[config.mk]
export PLATFORM = sky130hd
export DESIGN_NAME = conv_mdc_job_sched
export DESIGN_NICKNAME = d
export VERILOG_FILES = /design/src/rtl/conv_mdc_job_sched_pkg.sv /design/src/rtl/conv_mdc_job_sched_tile_addr_gen.sv /design/src/rtl/conv_mdc_job_sched.sv
export SDC_FILE = /design/constraint.sdc
export NUM_CORES = 1
export LEC_CHECK = 0
export ABC_AREA = 1
export CORE_MARGIN = 5
export CORE_UTILIZATION = 35
export CTS_BUF_LIST = sky130_fd_sc_hd__clkbuf_4
export CTS_CLUSTER_DIAMETER = 30
export DETAILED_ROUTE_END_ITERATION = 6
export GPL_TIMING_DRIVEN = 0
export HOLD_SLACK_MARGIN = 0.02
export PLACE_DENSITY = 0.66
export SYNTH_ARGS = -nofsm -noshare
export SYNTH_HDL_FRONTEND = slang
export SYNTH_HIERARCHICAL = 1
export SYNTH_SLANG_ARGS = --single-unit
[constraint.sdc]
create_clock -name clk_i -period 4 [get_ports clk_i]
set_input_delay 0.4 -clock clk_i [delete_from_list [all_inputs] [get_ports clk_i]]
set_output_delay 0.4 -clock clk_i [all_outputs]
set_load 0.01 [all_outputs]
[src/rtl/conv_mdc_job_sched_pkg.sv]
// Shared types and default widths for the conv_mdc job sequencer.
//   sched_state_t : sequencer FSM states
//   sched_cfg_t   : job configuration as captured from the register file
//   sched_ctrl_t  : request/start pulses toward the streamers and engine
//   sched_flags_t : ready/done inputs from the streamers and engine
package conv_mdc_job_sched_pkg;

    localparam int ADDR_W_DEF = 32;
    localparam int LEN_W_DEF  = 16;
    localparam int TILE_W_DEF = 16;

    typedef enum logic [2:0] {
        IDLE   = 3'd0,
        ISSUE  = 3'd1,
        RUN    = 3'd2,
        NEXT   = 3'd3,
        FINISH = 3'd4
    } sched_state_t;

    typedef struct packed {
        logic [ADDR_W_DEF-1:0] src_base;
        logic [ADDR_W_DEF-1:0] dst_base;
        logic [LEN_W_DEF-1:0]  tile_len;
        logic [TILE_W_DEF-1:0] n_tiles;
        logic [ADDR_W_DEF-1:0] stride;
    } sched_cfg_t;

    typedef struct packed {
        logic src_req_start;
        logic dst_req_start;
        logic eng_start;
    } sched_ctrl_t;

    typedef struct packed {
        logic src_ready;
        logic dst_ready;
        logic src_done;
        logic dst_done;
        logic eng_done;
    } sched_flags_t;

endpackage

[src/rtl/conv_mdc_job_sched_tile_addr_gen.sv]
// Tile address generator for the conv_mdc job sequencer.
// Holds the latched job configuration, the tile counter and the src/dst
// address accumulators.
//   load_i     : capture bases/stride/len/count, restart at tile 0
//   step_i     : advance to the next tile (addresses += stride, wrapping)
//   clear_i    : synchronous return to the all-zero reset state
//   last_o     : current tile is the final tile of the job
//   src_addr_o, dst_addr_o, len_o, tile_idx_o : current tile parameters
module conv_mdc_tile_addr_gen #(
    parameter int ADDR_W = 32,
    parameter int LEN_W  = 16,
    parameter int TILE_W = 16
) (
    input  logic              clk_i,
    input  logic              rst_ni,
    input  logic              clear_i,
    input  logic              load_i,
    input  logic              step_i,
    input  logic [ADDR_W-1:0] src_base_i,
    input  logic [ADDR_W-1:0] dst_base_i,
    input  logic [LEN_W-1:0]  tile_len_i,
    input  logic [TILE_W-1:0] n_tiles_i,
    input  logic [ADDR_W-1:0] stride_i,
    output logic [ADDR_W-1:0] src_addr_o,
    output logic [ADDR_W-1:0] dst_addr_o,
    output logic [LEN_W-1:0]  len_o,
    output logic [TILE_W-1:0] tile_idx_o,
    output logic              last_o
);

    logic [ADDR_W-1:0] src_q;
    logic [ADDR_W-1:0] dst_q;
    logic [ADDR_W-1:0] stride_q;
    logic [LEN_W-1:0]  len_q;
    logic [TILE_W-1:0] n_q;
    logic [TILE_W-1:0] idx_q;

    always_ff @(posedge clk_i or negedge rst_ni) begin
        if (!rst_ni) begin
            src_q    <= '0;
            dst_q    <= '0;
            stride_q <= '0;
            len_q    <= '0;
            n_q      <= '0;
            idx_q    <= '0;
        end else if (clear_i) begin
            src_q    <= '0;
            dst_q    <= '0;
            stride_q <= '0;
            len_q    <= '0;
            n_q      <= '0;
            idx_q    <= '0;
        end else if (load_i) begin
            src_q    <= src_base_i;
            dst_q    <= dst_base_i;
            stride_q <= stride_i;
            len_q    <= tile_len_i;
            n_q      <= n_tiles_i;
            idx_q    <= '0;
        end else if (step_i) begin
            // Additions wrap naturally at ADDR_W bits.
            src_q <= src_q + stride_q;
            dst_q <= dst_q + stride_q;
            idx_q <= idx_q + TILE_W'(1);
        end
    end

    assign last_o     = (idx_q == (n_q - TILE_W'(1)));
    assign src_addr_o = src_q;
    assign dst_addr_o = dst_q;
    assign len_o      = len_q;
    assign tile_idx_o = idx_q;

endmodule

[src/rtl/conv_mdc_job_sched.sv]
// Job sequencer for the conv_mdc accelerator.
// A start_i pulse captures the job configuration; the sequencer then runs
// n_tiles tiles, each one issuing a source request, a sink request and an
// engine start together, and waiting for all three done pulses. One done_o
// pulse marks the end of the job. Zero tiles or zero length skips straight
// to completion.
// Ports:
//   clk_i, rst_ni, clear_i       : clock, async active-low reset, soft clear
//   start_i, cfg_*_i             : job trigger and configuration
//   *_ready_start_i, *_done_i    : streamer/engine handshake inputs
//   *_req_start_o, eng_start_o   : request/start pulses
//   src_addr_o, dst_addr_o, len_o, tile_idx_o : current tile parameters
//   busy_o, done_o               : job active, job-complete pulse
//   dbg_state_o                  : current FSM state encoding
//
// Request handshake: in ISSUE the three pulses fire together, for exactly
// one cycle, only in a cycle where src_ready_start_i and dst_ready_start_i
// are both high; the addresses and length are already stable at that point
// and stay stable until the tile completes.
module conv_mdc_job_sched
    import conv_mdc_job_sched_pkg::*;
#(
    parameter int ADDR_W = ADDR_W_DEF,
    parameter int LEN_W  = LEN_W_DEF,
    parameter int TILE_W = TILE_W_DEF
) (
    input  logic              clk_i,
    input  logic              rst_ni,
    input  logic              clear_i,
    input  logic              start_i,
    input  logic [ADDR_W-1:0] cfg_src_base_i,
    input  logic [ADDR_W-1:0] cfg_dst_base_i,
    input  logic [LEN_W-1:0]  cfg_tile_len_i,
    input  logic [TILE_W-1:0] cfg_n_tiles_i,
    input  logic [ADDR_W-1:0] cfg_stride_i,
    input  logic              src_ready_start_i,
    input  logic              dst_ready_start_i,
    input  logic              src_done_i,
    input  logic              dst_done_i,
    input  logic              eng_done_i,
    output logic              src_req_start_o,
    output logic              dst_req_start_o,
    output logic              eng_start_o,
    output logic [ADDR_W-1:0] src_addr_o,
    output logic [ADDR_W-1:0] dst_addr_o,
    output logic [LEN_W-1:0]  len_o,
    output logic [TILE_W-1:0] tile_idx_o,
    output logic              busy_o,
    output logic              done_o,
    output logic [2:0]        dbg_state_o
);

    sched_state_t state_q, state_d;
    sched_ctrl_t  ctrl;
    sched_flags_t flags;

    logic       start_q;      // accepted trigger, one cycle of config settling
    logic       zero_q;       // captured job has no work
    logic [2:0] done_flag_q;  // sticky {src, dst, eng} done
    logic [2:0] done_all;
    logic       start_accept;
    logic       step;
    logic       issue_fire;
    logic       done_pulse;
    logic       last_tile;

    assign flags = '{src_ready: src_ready_start_i, dst_ready: dst_ready_start_i,
                     src_done:  src_done_i,        dst_done:  dst_done_i,
                     eng_done:  eng_done_i};

    // A trigger is taken only from a truly idle sequencer and never together
    // with a clear.
    assign start_accept = start_i && !clear_i && (state_q == IDLE) && !start_q;

    // Flags set in this very cycle count toward completion.
    assign done_all = done_flag_q | {flags.src_done, flags.dst_done, flags.eng_done};

    conv_mdc_tile_addr_gen #(
        .ADDR_W(ADDR_W),
        .LEN_W (LEN_W),
        .TILE_W(TILE_W)
    ) u_addr_gen (
        .clk_i     (clk_i),
        .rst_ni    (rst_ni),
        .clear_i   (clear_i),
        .load_i    (start_accept),
        .step_i    (step),
        .src_base_i(cfg_src_base_i),
        .dst_base_i(cfg_dst_base_i),
        .tile_len_i(cfg_tile_len_i),
        .n_tiles_i (cfg_n_tiles_i),
        .stride_i  (cfg_stride_i),
        .src_addr_o(src_addr_o),
        .dst_addr_o(dst_addr_o),
        .len_o     (len_o),
        .tile_idx_o(tile_idx_o),
        .last_o    (last_tile)
    );

    always_ff @(posedge clk_i or negedge rst_ni) begin
        if (!rst_ni) begin
            state_q     <= IDLE;
            start_q     <= 1'b0;
            zero_q      <= 1'b0;
            done_flag_q <= '0;
        end else if (clear_i) begin
            state_q     <= IDLE;
            start_q     <= 1'b0;
            zero_q      <= 1'b0;
            done_flag_q <= '0;
        end else begin
            state_q <= state_d;
            start_q <= start_accept;
            if (start_accept) begin
                zero_q <= (cfg_n_tiles_i == '0) || (cfg_tile_len_i == '0);
            end
            if (issue_fire) begin
                done_flag_q <= '0;
            end else if (state_q == RUN) begin
                done_flag_q <= done_all;
            end
        end
    end

    always_comb begin
        state_d    = state_q;
        ctrl       = '0;
        step       = 1'b0;
        issue_fire = 1'b0;
        done_pulse = 1'b0;
        case (state_q)
            IDLE: begin
                if (start_q) begin
                    state_d = zero_q ? FINISH : ISSUE;
                end
            end
            ISSUE: begin
                if (flags.src_ready && flags.dst_ready) begin
                    ctrl       = '{src_req_start: 1'b1, dst_req_start: 1'b1, eng_start: 1'b1};
                    issue_fire = 1'b1;
                    state_d    = RUN;
                end
            end
            RUN: begin
                if (&done_all) begin
                    state_d = NEXT;
                end
            end
            NEXT: begin
                if (last_tile) begin
                    state_d = FINISH;
                end else begin
                    step    = 1'b1;
                    state_d = ISSUE;
                end
            end
            FINISH: begin
                done_pulse = 1'b1;
                state_d    = IDLE;
            end
            default: state_d = IDLE;
        endcase
        // A clear suppresses every pulse in the cycle it is seen.
        if (clear_i) begin
            state_d    = IDLE;
            ctrl       = '0;
            step       = 1'b0;
            issue_fire = 1'b0;
            done_pulse = 1'b0;
        end
    end

    assign src_req_start_o = ctrl.src_req_start;
    assign dst_req_start_o = ctrl.dst_req_start;
    assign eng_start_o     = ctrl.eng_start;
    assign busy_o          = (state_q != IDLE) || start_q;
    assign done_o          = done_pulse;
    assign dbg_state_o     = state_q;

endmodule

======== After elaboration in Yosys (flattened, before gate mapping) ========
Cells that the tools add are included.
cells by class
  equality and inequality tests ........... 8
  shift-type cells ........................ 0
  magnitude comparators ................... 0
  mux-type cells .......................... 39
  $add $sub $neg .......................... 4
  bitwise gates (word level) .............. 1
  div/mod/pow operators ................... 0
  multiply operators ...................... 0
  reductions and logical operators ........ 17
operators by type and width
  operator               count
  $mux 32                8
  $mux 16                7
  $add 32x32->32         2
  $mux 3                 12
  $logic_not 16->1       2
  $add 16x1->16 const B  1
  $eq 16x16->1           1
  $sub 16x1->16 const B  1
  $pmux 3 s4             1
  $mux 1                 11
  $reduce_bool 3->1      3
  $eq 3x2->1 const B     2
  $ne 3x3->1 const B     2
  $reduce_and 3->1       2
  $logic_and 1x1->1      4
  $eq 3x1->1 const B     1
  $eq 3x3->1 const B     1
  $logic_not 3->1        1
  $ne 3x2->1 const B     1
  $or 3x3->3             1
  $logic_not 1->1        2
  $logic_or 1x1->1       2
  $reduce_bool 2->1      1
storage, ports and cells
  output and inout bits ................... 104
  memory bits (writable) .................. 0
  memories ................................ 0
  input bits .............................. 137
  register bits ........................... 152
  bits in latches ......................... 0
  ROM bits ................................ 0
  logic and storage cells ................. 79

======== Longest topological paths before layout ========
Gate-level depths: netlist of the first run.
  depth in word-level cells ............... 8
  mapped depth ............................ 25
  depth with buffers taken out ............ 25

======== Modules after synthesis ========
The synthesis of the first run kept the hierarchy.
modules (own cells, without submodules)
  module                  area each (um^2)  sequential area each (um^2)  instances  cells each
  conv_mdc_tile_addr_gen  11506.0           3603.5                       1          1875
  conv_mdc_job_sched      616.8             200.2                        1          105

======== Worst setup path before layout of the first run ========
Ideal clock, no wire load.
  path type ............................... register to register
  start point ............................. register u_addr_gen.n_q[0]
  end point ............................... register u_addr_gen.idx_q[12] (netlist: u_addr_gen/tile_idx_o[12])
  period minus slack after synthesis ...... 2881 ps
  setup time .............................. 129 ps
  required time ........................... 3871 ps
  data arrival time ....................... 2752 ps
  path slack .............................. 1119 ps
  cell stages (with the launch flop) ...... 23
  cell sequence ........................... dfrtp_1 -> inv_1 -> ha_1 -> nand3_1 -> nor2_1 -> nand2_1 -> nor2_1 -> nand4_1 -> xor2_1 -> nand2_1 -> nor2_1 -> nor3_1 -> inv_1 -> nand2_2 -> nand2_2 -> nor2_4 -> inv_2 -> nor2_4 -> nand2_1 -> nor2_2 -> nand2_1 -> xor2_1 -> nor2_1
on the way
  word-level cells in the longest chain between the ends .. 6
RTL lines
  element                      line                                    RTL
  start, declared              conv_mdc_job_sched_tile_addr_gen.sv:35  logic [TILE_W-1:0] n_q;
  start signal, assigned       conv_mdc_job_sched_tile_addr_gen.sv:58  n_q <= n_tiles_i;
  $sub 16x1->16                conv_mdc_job_sched_tile_addr_gen.sv:68  assign last_o = (idx_q == (n_q - TILE_W'(1)));
  $eq 16x16->1                 conv_mdc_job_sched_tile_addr_gen.sv:68
  via last_tile                conv_mdc_job_sched.sv:65                logic last_tile;
  $mux 1                       conv_mdc_job_sched.sv:150               if (last_tile) begin
  $mux 1                       conv_mdc_job_sched.sv:131               case (state_q)
  $mux 1                       conv_mdc_job_sched.sv:164               if (clear_i) begin
  via step                     conv_mdc_job_sched.sv:62                logic step;
  $reduce_bool 3->1 (no line)  -
  end signal, assigned         conv_mdc_job_sched_tile_addr_gen.sv:64  idx_q <= idx_q + TILE_W'(1);
  end, declared                conv_mdc_job_sched_tile_addr_gen.sv:36  logic [TILE_W-1:0] idx_q;
The timed path passes the listed nets, and every way through them passes these cells.
A chain may end at the register's enable or synchronous reset.

======== Worst setup path after layout of the first run ========
  start point ............................. register u_addr_gen.n_q[0]
  end point ............................... register u_addr_gen.dst_q[2] (netlist: u_addr_gen/dst_addr_o[2])
on the way
  word-level cells in the longest chain between the ends .. 6
RTL lines
  element                      line                                    RTL
  $sub 16x1->16                conv_mdc_job_sched_tile_addr_gen.sv:68
  $eq 16x16->1                 conv_mdc_job_sched_tile_addr_gen.sv:68
  via last_tile                conv_mdc_job_sched.sv:65
  $mux 1                       conv_mdc_job_sched.sv:150
  $mux 1                       conv_mdc_job_sched.sv:131
  $mux 1                       conv_mdc_job_sched.sv:164
  via step                     conv_mdc_job_sched.sv:62
  $reduce_bool 3->1 (no line)  -
  end signal, assigned         conv_mdc_job_sched_tile_addr_gen.sv:55  dst_q <= dst_base_i;
  end signal, assigned         conv_mdc_job_sched_tile_addr_gen.sv:63  dst_q <= dst_q + stride_q;
  end, declared                conv_mdc_job_sched_tile_addr_gen.sv:32  logic [ADDR_W-1:0] dst_q;
The timed path passes the listed nets, and every way through them passes these cells.

==> results.yml, run 1 <==
pwr:
  leakage_nw: 8.66
  powerDensity_nw_per_um2: 396
  seqPwrFrac_pct: 35.1
  p_switching_mw: 2.60
  swShare_pct: 42.4
  intPower_mw: 3.53
  p_comb_share_pct: 46.9
  vdd_drop_max_uv: 220
  p_clk_share_pct: 18.0
synthesis:
  netlist.area_leader.share_pct: 31.4
  synth_cells: 1980
  synth_fp_nets: 2183
  synthTopCellsByArea: "dfrtp_1, nand2_1, inv_1"
  synth.distinct_cells: 35
  syn_avg_cell_area_um2: 6.12
  synth_edf_count: 0
  synth_seq_cells: 152
  async_flop_share_pct: 100
  synth-seq-area-share_pct: 31.4
  synth_top_area_cell: "dfrtp_1"
  synth.top_cells.by_count: "nand2_1, inv_1, nor2_1"
  synth_flop_cell: "dfrtp_1"
  yosysMostFrequentCell: "nand2_1"
  ys_warn_count: 6
  syn_area_um2: 12100
sta:
  rsz0062_at_grt: "false"
  fin_crit_ns: 3.66
  tightest_slew_ns: 1.07
  skew_ns: 0.0190
  hold_slack_ns: 0.327
  hold_viol: 0
  layout_setup_ws_ns: 0.339
  fmax_mhz: 273
  setup_violations: 0
  maxSlewHeadroom_pct: 28.4
  slew_viol_final: 0
  fin_crit_sh_pct: 91.5
critical_path:
  cp.arrival_ns: 4.15
  worst_setup_path_start_kind: "flop"
  worstSetupPathType: "reg -> reg"
  cp_max_fo: 10
  crit_start: "u_addr_gen/n_q[0]$_DFFE_PN0P_"
  reg2reg_from: "u_addr_gen/n_q[0]$_DFFE_PN0P_"
  crit_path_end_kind: "flop"
  critPathRequiredTime_ns: 4.49
global_routing:
  grt_pass1_wl_mm: 69.3
  grt.overflow.total: 0
  grt_usage_pct: 23.0
  antenna_found_initial: 7
  grt_max_degree: 94
  grt_pass1_vias: 12900
flow_run:
  cap_viol_max_count: 0
final_layout:
  area.growth.synth_to_final_pct: 27.6
  nets: 2444
  fill_cells: 3665
  final_area_um2: 15500
  final_cells: 2711
  final_util_pct: 45.0
  layout-drive-gt1-share_pct: 2.80
floorplan:
  dieArea_um2: 38500
  row_count: 68
  die_h_um: 196
  initial_core_util_pct: 35.3
  die-width_um: 196
  num_io_pins: 241
  core_area_um2: 34400
status:
  status: "completed"
route:
  num_vias: 13000
  drc: 0
  first_pass_iters: 5
  drt-vias-per-instance: 4.81
  drt_iter0_drc: 901
  ant_nets: 0
  wire_per_inst_um: 16.4
  wl_mm: 44.5
worst_hold_path:
  min_path_type: "in -> async"
place:
  place_inst: 2676
  pre_cts_slack_ns: 0.218
  placed_area_um2: 15100
  hpwl_mm: 36.1
  portBuffers: 240
  gp_congestion: 0.985
cts:
  cts.sinks: 152
  clk_pin_slew_ns: 0.13
  numCtsBuffers: 17
  clockBufferDepth: 2
  cts_setup_buffers: 0
  cts_tree: "done"
  htreeDepth: 4
  clock_latency_ns: 0.59
  ctsRootBufferMaster: "clkbuf_4"
[path summary, 6_finish.rpt]
kind / depth (start not counted) / slack [ns] / end
worst max-delay path: 17 / 0.34 / u_addr_gen/dst_addr_o[2]$_DFFE_PN0P_
worst min-delay path: 2 / 0.33 / u_addr_gen/src_addr_o[9]$_DFFE_PN0P_
worst max register to register: 17 / 0.34 / u_addr_gen/dst_addr_o[2]$_DFFE_PN0P_
worst min register to register: 2 / 0.49 / u_addr_gen/len_o[14]$_DFFE_PN0P_
max in group asynchronous: 3 / 2.79 / u_addr_gen/n_q[0]$_DFFE_PN0P_
min in group clk_i: 3 / 0.35 / u_addr_gen/stride_q[4]$_DFFE_PN0P_
[routing by layer]
metal  vias to the layer above  global-route usage (%)  part of all wire [%]
li1                       6646                       -                     -
met1                      5910                    29.9                    44
met2                       389                    37.8                    46
met3                        74                    5.72                   6.5
met4                        10                    7.37                   3.0
met5                         -                       0                  0.15
[layout make-up]
| type | instances | area, um2 | share of cell area (%) |
|---|---|---|---|
| multi-input combinational | 1497 | 7060 | 45.6 |
| sequential | 152 | 3800 | 24.6 |
| timing repair buffer | 242 | 2440 | 15.8 |
| inverter | 281 | 1050 | 6.82 |
| tap | 455 | 569 | 3.68 |
| buffer | 50 | 218 | 1.41 |
| clock inverter | 13 | 178 | 1.15 |
| clock buffer | 19 | 143 | 0.922 |
| antenna | 2 | 5.00 | 0.0323 |
[state kept, by name, indices dropped and copies added (netlist names)]
signal / count
u_addr_gen/src_addr_o: 32
u_addr_gen/tile_idx_o: 16
u_addr_gen/stride_q: 32
zero_q: 1
u_addr_gen/dst_addr_o: 32
done_flag_q: 3
u_addr_gen/len_o: 16
u_addr_gen/n_q: 16
start_q: 1
dbg_state_o: 3
[placed cells by master (no fill, tap or decap), types with 3 or more instances in the layout]
master,synthesis,routed
nor2_4,3,3
ha_1,64,64
dfrtp_1,152,152
nand4_1,14,14
o31ai_1,8,8
nand3b_1,3,3
clkinv_1,0,3
clkdlybuf4s50_1,0,239
nand2_2,2,3
clkbuf_1,18,18
inv_1,279,279
buf_4,3,3
xnor2_1,5,5
o21ai_0,53,53
clkbuf_4,0,20
a21oi_1,55,55
nand3_1,170,170
bufinv_16,0,4
buf_2,13,12
xor2_1,43,43
mux2i_1,4,4
o21bai_1,6,6
nor2_2,3,3
nand2_1,770,769
nor2_1,264,264
buf_1,16,16
and2_1,4,4
nor3_1,12,11
[worst max-delay path: stages (launching register included)]
cell      delay (ns)
dfrtp_1         0.45
inv_1           0.14
ha_1            0.20
nand3_1         0.15
nor2_1          0.21
nand2_1         0.10
nor2_1          0.21
nand4_1         0.15
xor2_1          0.17
nand2_1         0.09
nor2_1          0.27
nor3_2          0.11
inv_1           0.10
nand2_2         0.08
inv_1           0.27
clkbuf_1        0.66
nand2_1         0.10
o31ai_1         0.11
[per-stage QoR]
stage / total power [mW] / setup TNS [ns]
2_1_floorplan: 3.72 / 0
3_3_place_gp: 5.01 / -619.35
3_5_place_dp: 5.05 / 0
4_1_cts: 6.18 / 0
5_1_grt: 6.62 / 0
6_report: 6.13 / 0
[power by group through the flow]
| stage | clock [mW] | sequential [mW] | combinational (mW) |
|---|---|---|---|
| 3_5_place_dp | 0 | 2.18 | 2.87 |
| 6_report | 1.10 | 2.15 | 2.87 |
| 5_1_grt | 1.22 | 2.19 | 3.21 |
| 2_1_floorplan | 0 | 2.16 | 1.57 |
| 3_3_place_gp | 0 | 2.18 | 2.84 |
| 4_1_cts | 1.15 | 2.15 | 2.88 |
[logic make-up (layout without fill, tap and decap cells)]
family,after synthesis,after routing,synth area share (%)
adders and majority gates,66,66,6.94
AOI/OAI and AO/OA,127,127,5.62
and+or+nand+nor,1251,1251,41.6
xor gates and xnor gates,49,49,3.65
buffers and inverters,331,605,10.5
muxes,4,4,0.330
DFF,152,152,31.4
other,0,2,0
[timing repair]
action / in CTS / in global routing
resized for setup: 0 / 3
endpoints found under the hold margin: 59 / 0
setup endpoints to repair: 0 / 26
hold buffers: 1 / 0
No activity file was read; power rests on OpenSTA's default activity.
==> run 2, diff against run 1 <==
--- a/config.mk
+++ b/config.mk
@@ -7,13 +7,13 @@
 export LEC_CHECK = 0
 export ABC_AREA = 1
 export CORE_MARGIN = 5
-export CORE_UTILIZATION = 35
+export CORE_UTILIZATION = 54
 export CTS_BUF_LIST = sky130_fd_sc_hd__clkbuf_4
 export CTS_CLUSTER_DIAMETER = 30
 export DETAILED_ROUTE_END_ITERATION = 6
 export GPL_TIMING_DRIVEN = 0
 export HOLD_SLACK_MARGIN = 0.02
-export PLACE_DENSITY = 0.66
+export PLACE_DENSITY = 0.91
 export SYNTH_ARGS = -nofsm -noshare
 export SYNTH_HDL_FRONTEND = slang
 export SYNTH_HIERARCHICAL = 1
==> run 2 against run 1 <==
Clock skew grew 0.0090 ns. Total power shrank 1.0%. Wire length shrank 2.2%. First-iteration DRC count grew 65%. Non-clock buffer count is the same. Critical endpoint is now u_addr_gen/dst_addr_o[6]$_DFFE_PN0P_.
==> results.yml, run 2 (synthesized netlist as in run 1, its figures left out) <==
status:
  status: "completed"
place:
  placed_area_um2: 14900
  gp_congestion: 0.957
  hpwl_mm: 34.8
  portBuffers: 240
cts:
  clockBufferDepth: 2
  htreeDepth: 4
  cts_tree: "done"
  clk_pin_slew_ns: 0.17
  ctsRootBufferMaster: "clkbuf_4"
  cts.sinks: 152
  numCtsBuffers: 17
  clock_latency_ns: 0.60
critical_path:
  cp.arrival_ns: 4.22
  critPathRequiredTime_ns: 4.51
  worst_setup_path_start_kind: "flop"
  crit_path_end_kind: "flop"
  cp_max_fo: 10
  worstSetupPathType: "reg -> reg"
global_routing:
  grt_pass1_vias: 13000
  grt.overflow.total: 0
  grt_max_degree: 78
  grt_usage_pct: 33.0
  antenna_found_initial: 3
  grt_pass1_wl_mm: 67.7
  met3_usage_pct: 6.01
  grt_use_met1_pct: 43.9
  gr-max-usage-layer: "met2"
  use_met2_pct: 55.0
pwr:
  p_switching_mw: 2.75
  swShare_pct: 45.3
  intPower_mw: 3.32
  powerDensity_nw_per_um2: 398
  p_comb_share_pct: 48.0
  leakage_nw: 8.65
  seqPwrFrac_pct: 35.2
  vdd_drop_max_uv: 209
  p_clk_share_pct: 16.9
  design_power_total_mw: 6.07
sta:
  hold_viol: 0
  slew_viol_final: 0
  fin_crit_ns: 3.71
  fin_tns_setup_ns: 0
  setup_violations: 0
  skew_ns: 0.0280
  tightest_slew_ns: 1.01
  maxSlewHeadroom_pct: 33.0
  fmax_mhz: 270
  fin_crit_sh_pct: 92.7
final_layout:
  nets: 2444
  mostFrequentLayoutCell: "nand2_1"
  fill_cells: 1981
  area.growth.synth_to_final_pct: 25.6
  layout-drive-gt1-share_pct: 2.97
  final_cell_mix: "nand2_1, inv_1, nor2_1"
  final_area_um2: 15200
floorplan:
  initial_core_util_pct: 55.2
  die_h_um: 160
  core_area_um2: 22000
  num_io_pins: 241
  row_count: 54
  dieArea_um2: 25500
  die-width_um: 160
route:
  drc: 0
  ant_nets: 0
  drt_iter0_drc: 1485
  first_pass_iters: 6
  wl_mm: 43.5
  drt-vias-per-instance: 5.40
  num_vias: 13700
  wire_per_inst_um: 17.2
worst_hold_path:
  min_path_type: "in -> reg"
flow_run:
  cap_viol_max_count: 0
==> run 2: cell count changes in the layout (fill, tap and decap cells not counted), moves of 2 or more <==
cell       change
bufinv_16      -4
clkbuf_4       -2
clkinv_1       -3
inv_8          +4
clkinv_8       +4
inv_6          +3
==> run 2: worst max-delay path, stage by stage (launching register included) <==
cell      delay [ns]
dfrtp_1         0.45
inv_1           0.14
ha_1            0.19
nand3_1         0.15
nor2_1          0.22
nand2_1         0.12
nor2_2          0.19
nand4_1         0.15
xor2_1          0.15
nand2_1         0.08
nor2_1          0.31
nor3_1          0.15
inv_1           0.11
nand2_2         0.08
inv_1           0.27
clkbuf_1        0.59
nand2_1         0.15
o31ai_1         0.10
==> run 2: path summary, 6_finish.rpt <==
path / startpoint / endpoint / slack (ns) / cells past startpoint
worst max-delay path: u_addr_gen/n_q[0]$_DFFE_PN0P_ / u_addr_gen/dst_addr_o[6]$_DFFE_PN0P_ / 0.29 / 17
worst min-delay path: cfg_stride_i[4] / u_addr_gen/stride_q[4]$_DFFE_PN0P_ / 0.34 / 3
worst max register to register: u_addr_gen/n_q[0]$_DFFE_PN0P_ / u_addr_gen/dst_addr_o[6]$_DFFE_PN0P_ / 0.29 / 17
worst min register to register: u_addr_gen/len_o[14]$_DFFE_PN0P_ / u_addr_gen/len_o[14]$_DFFE_PN0P_ / 0.50 / 2
max in group asynchronous: rst_ni / zero_q$_DFFE_PN0P_ / 2.76 / 3
min in group asynchronous: rst_ni / u_addr_gen/src_addr_o[2]$_DFFE_PN0P_ / 0.35 / 2
==> run 2: through the flow <==
stage          setup WS, ns  hold WS [ns]  util, %  instances
2_1_floorplan          1.12         0.104        -       1980
3_3_place_gp          -3.79         0.455     67.7       2500
3_5_place_dp          0.261         0.460     67.9       2501
4_1_cts               0.169         0.304     69.3       2534
5_1_grt            -0.00270         0.322     69.4       2535
6_report              0.294         0.344     69.4       2536
==> run 2: power groups by stage <==
stage	combinational [mW]	sequential [mW]	clock (mW)
3_5_place_dp	2.86	2.15	0
6_report	2.91	2.13	1.02
3_3_place_gp	2.78	2.14	0
2_1_floorplan	1.57	2.16	0
5_1_grt	3.19	2.17	1.10
4_1_cts	2.87	2.12	1.04
==> run 2: layout make-up <==
type                       count  area, um2  area share, %
antenna                        2       5.00         0.0329
buffer                        50        218           1.43
clock buffer                  17        128          0.838
clock inverter                15        170           1.12
inverter                     281       1050           6.93
multi-input combinational   1497       7060           46.4
sequential                   152       3800           25.0
tap                          280        350           2.30
timing repair buffer         242       2440           16.0
==> run 2: routing by layer <==
layer  up-vias  part of all wire (%)  wire, um
li1       6635                     -         -
met1      6302                    40     17600
met2       665                    47     20400
met3        89                    10      4370
met4         2                   2.6      1150
met5         -                 0.030        13
==> run 2: repair_timing <==
item | in CTS | in global routing
hold buffers | 1 | 0
endpoints found under the setup margin | 0 | 52
gates resized for setup | 0 | 4
buffers inserted | 0 | 0
hold endpoints to repair | 76 | 0
==> run 3, diff against run 2 <==
--- a/config.mk
+++ b/config.mk
@@ -14,6 +14,7 @@
 export GPL_TIMING_DRIVEN = 0
 export HOLD_SLACK_MARGIN = 0.02
 export PLACE_DENSITY = 0.91
+export SETUP_SLACK_MARGIN = 0.1
 export SYNTH_ARGS = -nofsm -noshare
 export SYNTH_HDL_FRONTEND = slang
 export SYNTH_HIERARCHICAL = 1
==> constraint.sdc (replaced) <==
create_clock -name clk_i -period 4 [get_ports clk_i]
set_input_delay 0.8 -clock clk_i [delete_from_list [all_inputs] [get_ports clk_i]]
set_output_delay 0.8 -clock clk_i [all_outputs]
set_load 0.01 [all_outputs]
==> run 3 against run 2 <==
Fmax up 2.1%. Total power about the same. Worst hold slack worse by 0.16 ns. Wire length about the same. Flip-flop and latch count unchanged. Sequential share of layout area about the same. Global-route usage about the same. Critical path type unchanged. Critical endpoint is now u_addr_gen/src_addr_o[17]$_DFFE_PN0P_. Largest cell class unchanged.
==> results.yml, run 3 (synthesized netlist as in run 1, its figures left out) <==
status:
  status: "completed"
worst_hold_path:
  min_path_type: "in -> async"
route:
  ant_nets: 0
  first_pass_iters: 6
  drt_iter0_drc: 1395
  num_vias: 13700
  drt-vias-per-instance: 5.40
  drc: 0
  wl_mm: 43.6
  wire_per_inst_um: 17.2
cts:
  clockBufferDepth: 2
  ctsRootBufferMaster: "clkbuf_4"
  htreeDepth: 4
  cts.sinks: 152
  cts_tree: "done"
  clk_pin_slew_ns: 0.17
  numCtsBuffers: 17
  clock_latency_ns: 0.60
final_layout:
  multiInputGateArea_um2: 7070
  area.growth.synth_to_final_pct: 25.6
  area.sequential_um2: 3800
  mostFrequentLayoutCell: "nand2_1"
  fill_cells: 1980
  final_cell_mix: "nand2_1, inv_1, nor2_1"
  nets: 2443
  layout-drive-gt1-share_pct: 3.06
  final_cells: 2535
global_routing:
  grt_pass1_vias: 13000
  grt_max_degree: 78
  antenna_found_initial: 3
  grt_usage_pct: 33.0
  grt_pass1_wl_mm: 67.6
  grt.overflow.total: 0
pwr:
  seqPwrFrac_pct: 35.1
  swShare_pct: 45.3
  vdd_drop_max_uv: 209
  leakage_nw: 8.65
  design_power_total_mw: 6.07
  intPower_mw: 3.32
  p_comb_share_pct: 48.0
  p_switching_mw: 2.75
  powerDensity_nw_per_um2: 399
  p_clk_share_pct: 16.8
place:
  portBuffers: 240
  gp_congestion: 0.957
  hpwl_mm: 34.8
  place_inst: 2501
floorplan:
  die-width_um: 160
  initial_core_util_pct: 55.2
  die_h_um: 160
  row_count: 54
  num_io_pins: 241
  dieArea_um2: 25500
  core_area_um2: 22000
sta:
  skew_ns: 0.0277
  tightest_slew_ns: 1.01
  maxSlewHeadroom_pct: 32.9
  fmax_mhz: 276
  rsz0062_at_grt: "true"
  fin_crit_ns: 3.63
  hold_viol: 0
  slew_viol_final: 0
  setup_violations: 0
  fin_crit_sh_pct: 90.7
critical_path:
  critPathRequiredTime_ns: 4.53
  cp.arrival_ns: 4.16
  worstSetupPathType: "reg -> reg"
  worst_setup_path_start_kind: "flop"
  cp_max_fo: 10
  r2r_cells: 18
  rrSetupSlack_ns: 0.37
  crit_path_end_kind: "flop"
flow_run:
  cap_viol_max_count: 0
run 3: repair_timing:
action	in CTS	in global routing
endpoints found under the setup margin	0	70
resized for setup	0	8
hold buffers	0	0
setup buffers	0	0
run 3: critical path, cell delays in order (launching register included):
cell and delay, ns:
dfrtp_1 0.46, inv_1 0.14, ha_1 0.19, nand3_1 0.15, nor2_1 0.22, nand2_1 0.12, nor2_2 0.20, nand4_1 0.15
xor2_1 0.15, nand2_1 0.08, nor2_1 0.32, nor3_2 0.12, inv_1 0.10, nand2_2 0.08, inv_1 0.28, clkbuf_4 0.33
buf_2 0.31, nand2_1 0.10, nand2_1 0.08
run 3: cell type report:
cell class                      instances  share of cell area, %
Inverter                              281                   6.93
Multi-Input combinational cell       1497                   46.4
Clock buffer                           17                  0.838
Sequential cell                       152                   25.0
Timing Repair Buffer                  241                   16.0
Clock inverter                         15                   1.12
Tap cell                              280                   2.30
Buffer                                 50                   1.45
Antenna cell                            2                 0.0329
run 3: stage by stage:
step                setup slack, ns  setup TNS [ns]  util [%]  instance area [um2]  hold slack, ns
global route                 0.0410               0      69.3                15200           0.233
CTS                           0.169               0      69.2                15200           0.198
floorplan                      1.12               0         -                12100           0.461
global placement              -4.19         -635.53      67.7                14900           0.455
detailed placement            0.224               0      67.9                14900           0.460
finish                        0.370               0      69.4                15200           0.186
run 3: power by group through the flow:
stage          logic (mW)  clock network [mW]  registers, mW
2_1_floorplan        1.57                   0           2.16
3_3_place_gp         2.78                   0           2.14
3_5_place_dp         2.86                   0           2.15
4_1_cts              2.87                1.04           2.12
5_1_grt              3.18                1.10           2.17
6_report             2.92                1.02           2.13
run 3: path summary, 6_finish.rpt:
kind	from	endpoint
worst max-delay path	u_addr_gen/n_q[0]$_DFFE_PN0P_	u_addr_gen/src_addr_o[17]$_DFFE_PN0P_
worst min-delay path	rst_ni	u_addr_gen/src_addr_o[2]$_DFFE_PN0P_
worst max register to register	u_addr_gen/n_q[0]$_DFFE_PN0P_	u_addr_gen/src_addr_o[17]$_DFFE_PN0P_
worst min register to register	u_addr_gen/len_o[7]$_DFFE_PN0P_	u_addr_gen/len_o[7]$_DFFE_PN0P_
max in group asynchronous	rst_ni	zero_q$_DFFE_PN0P_
min in group clk_i	u_addr_gen/len_o[7]$_DFFE_PN0P_	u_addr_gen/len_o[7]$_DFFE_PN0P_
run 3: per-layer routing:
| layer | part of all wire, % | global-route usage (%) | up-vias |
|---|---|---|---|
| met4 | 3.0 | 10.5 | 2 |
| li1 | - | - | 6635 |
| met5 | 0.030 | 0 | - |
| met3 | 10 | 6.01 | 106 |
| met2 | 46 | 54.9 | 677 |
| met1 | 41 | 43.9 | 6277 |
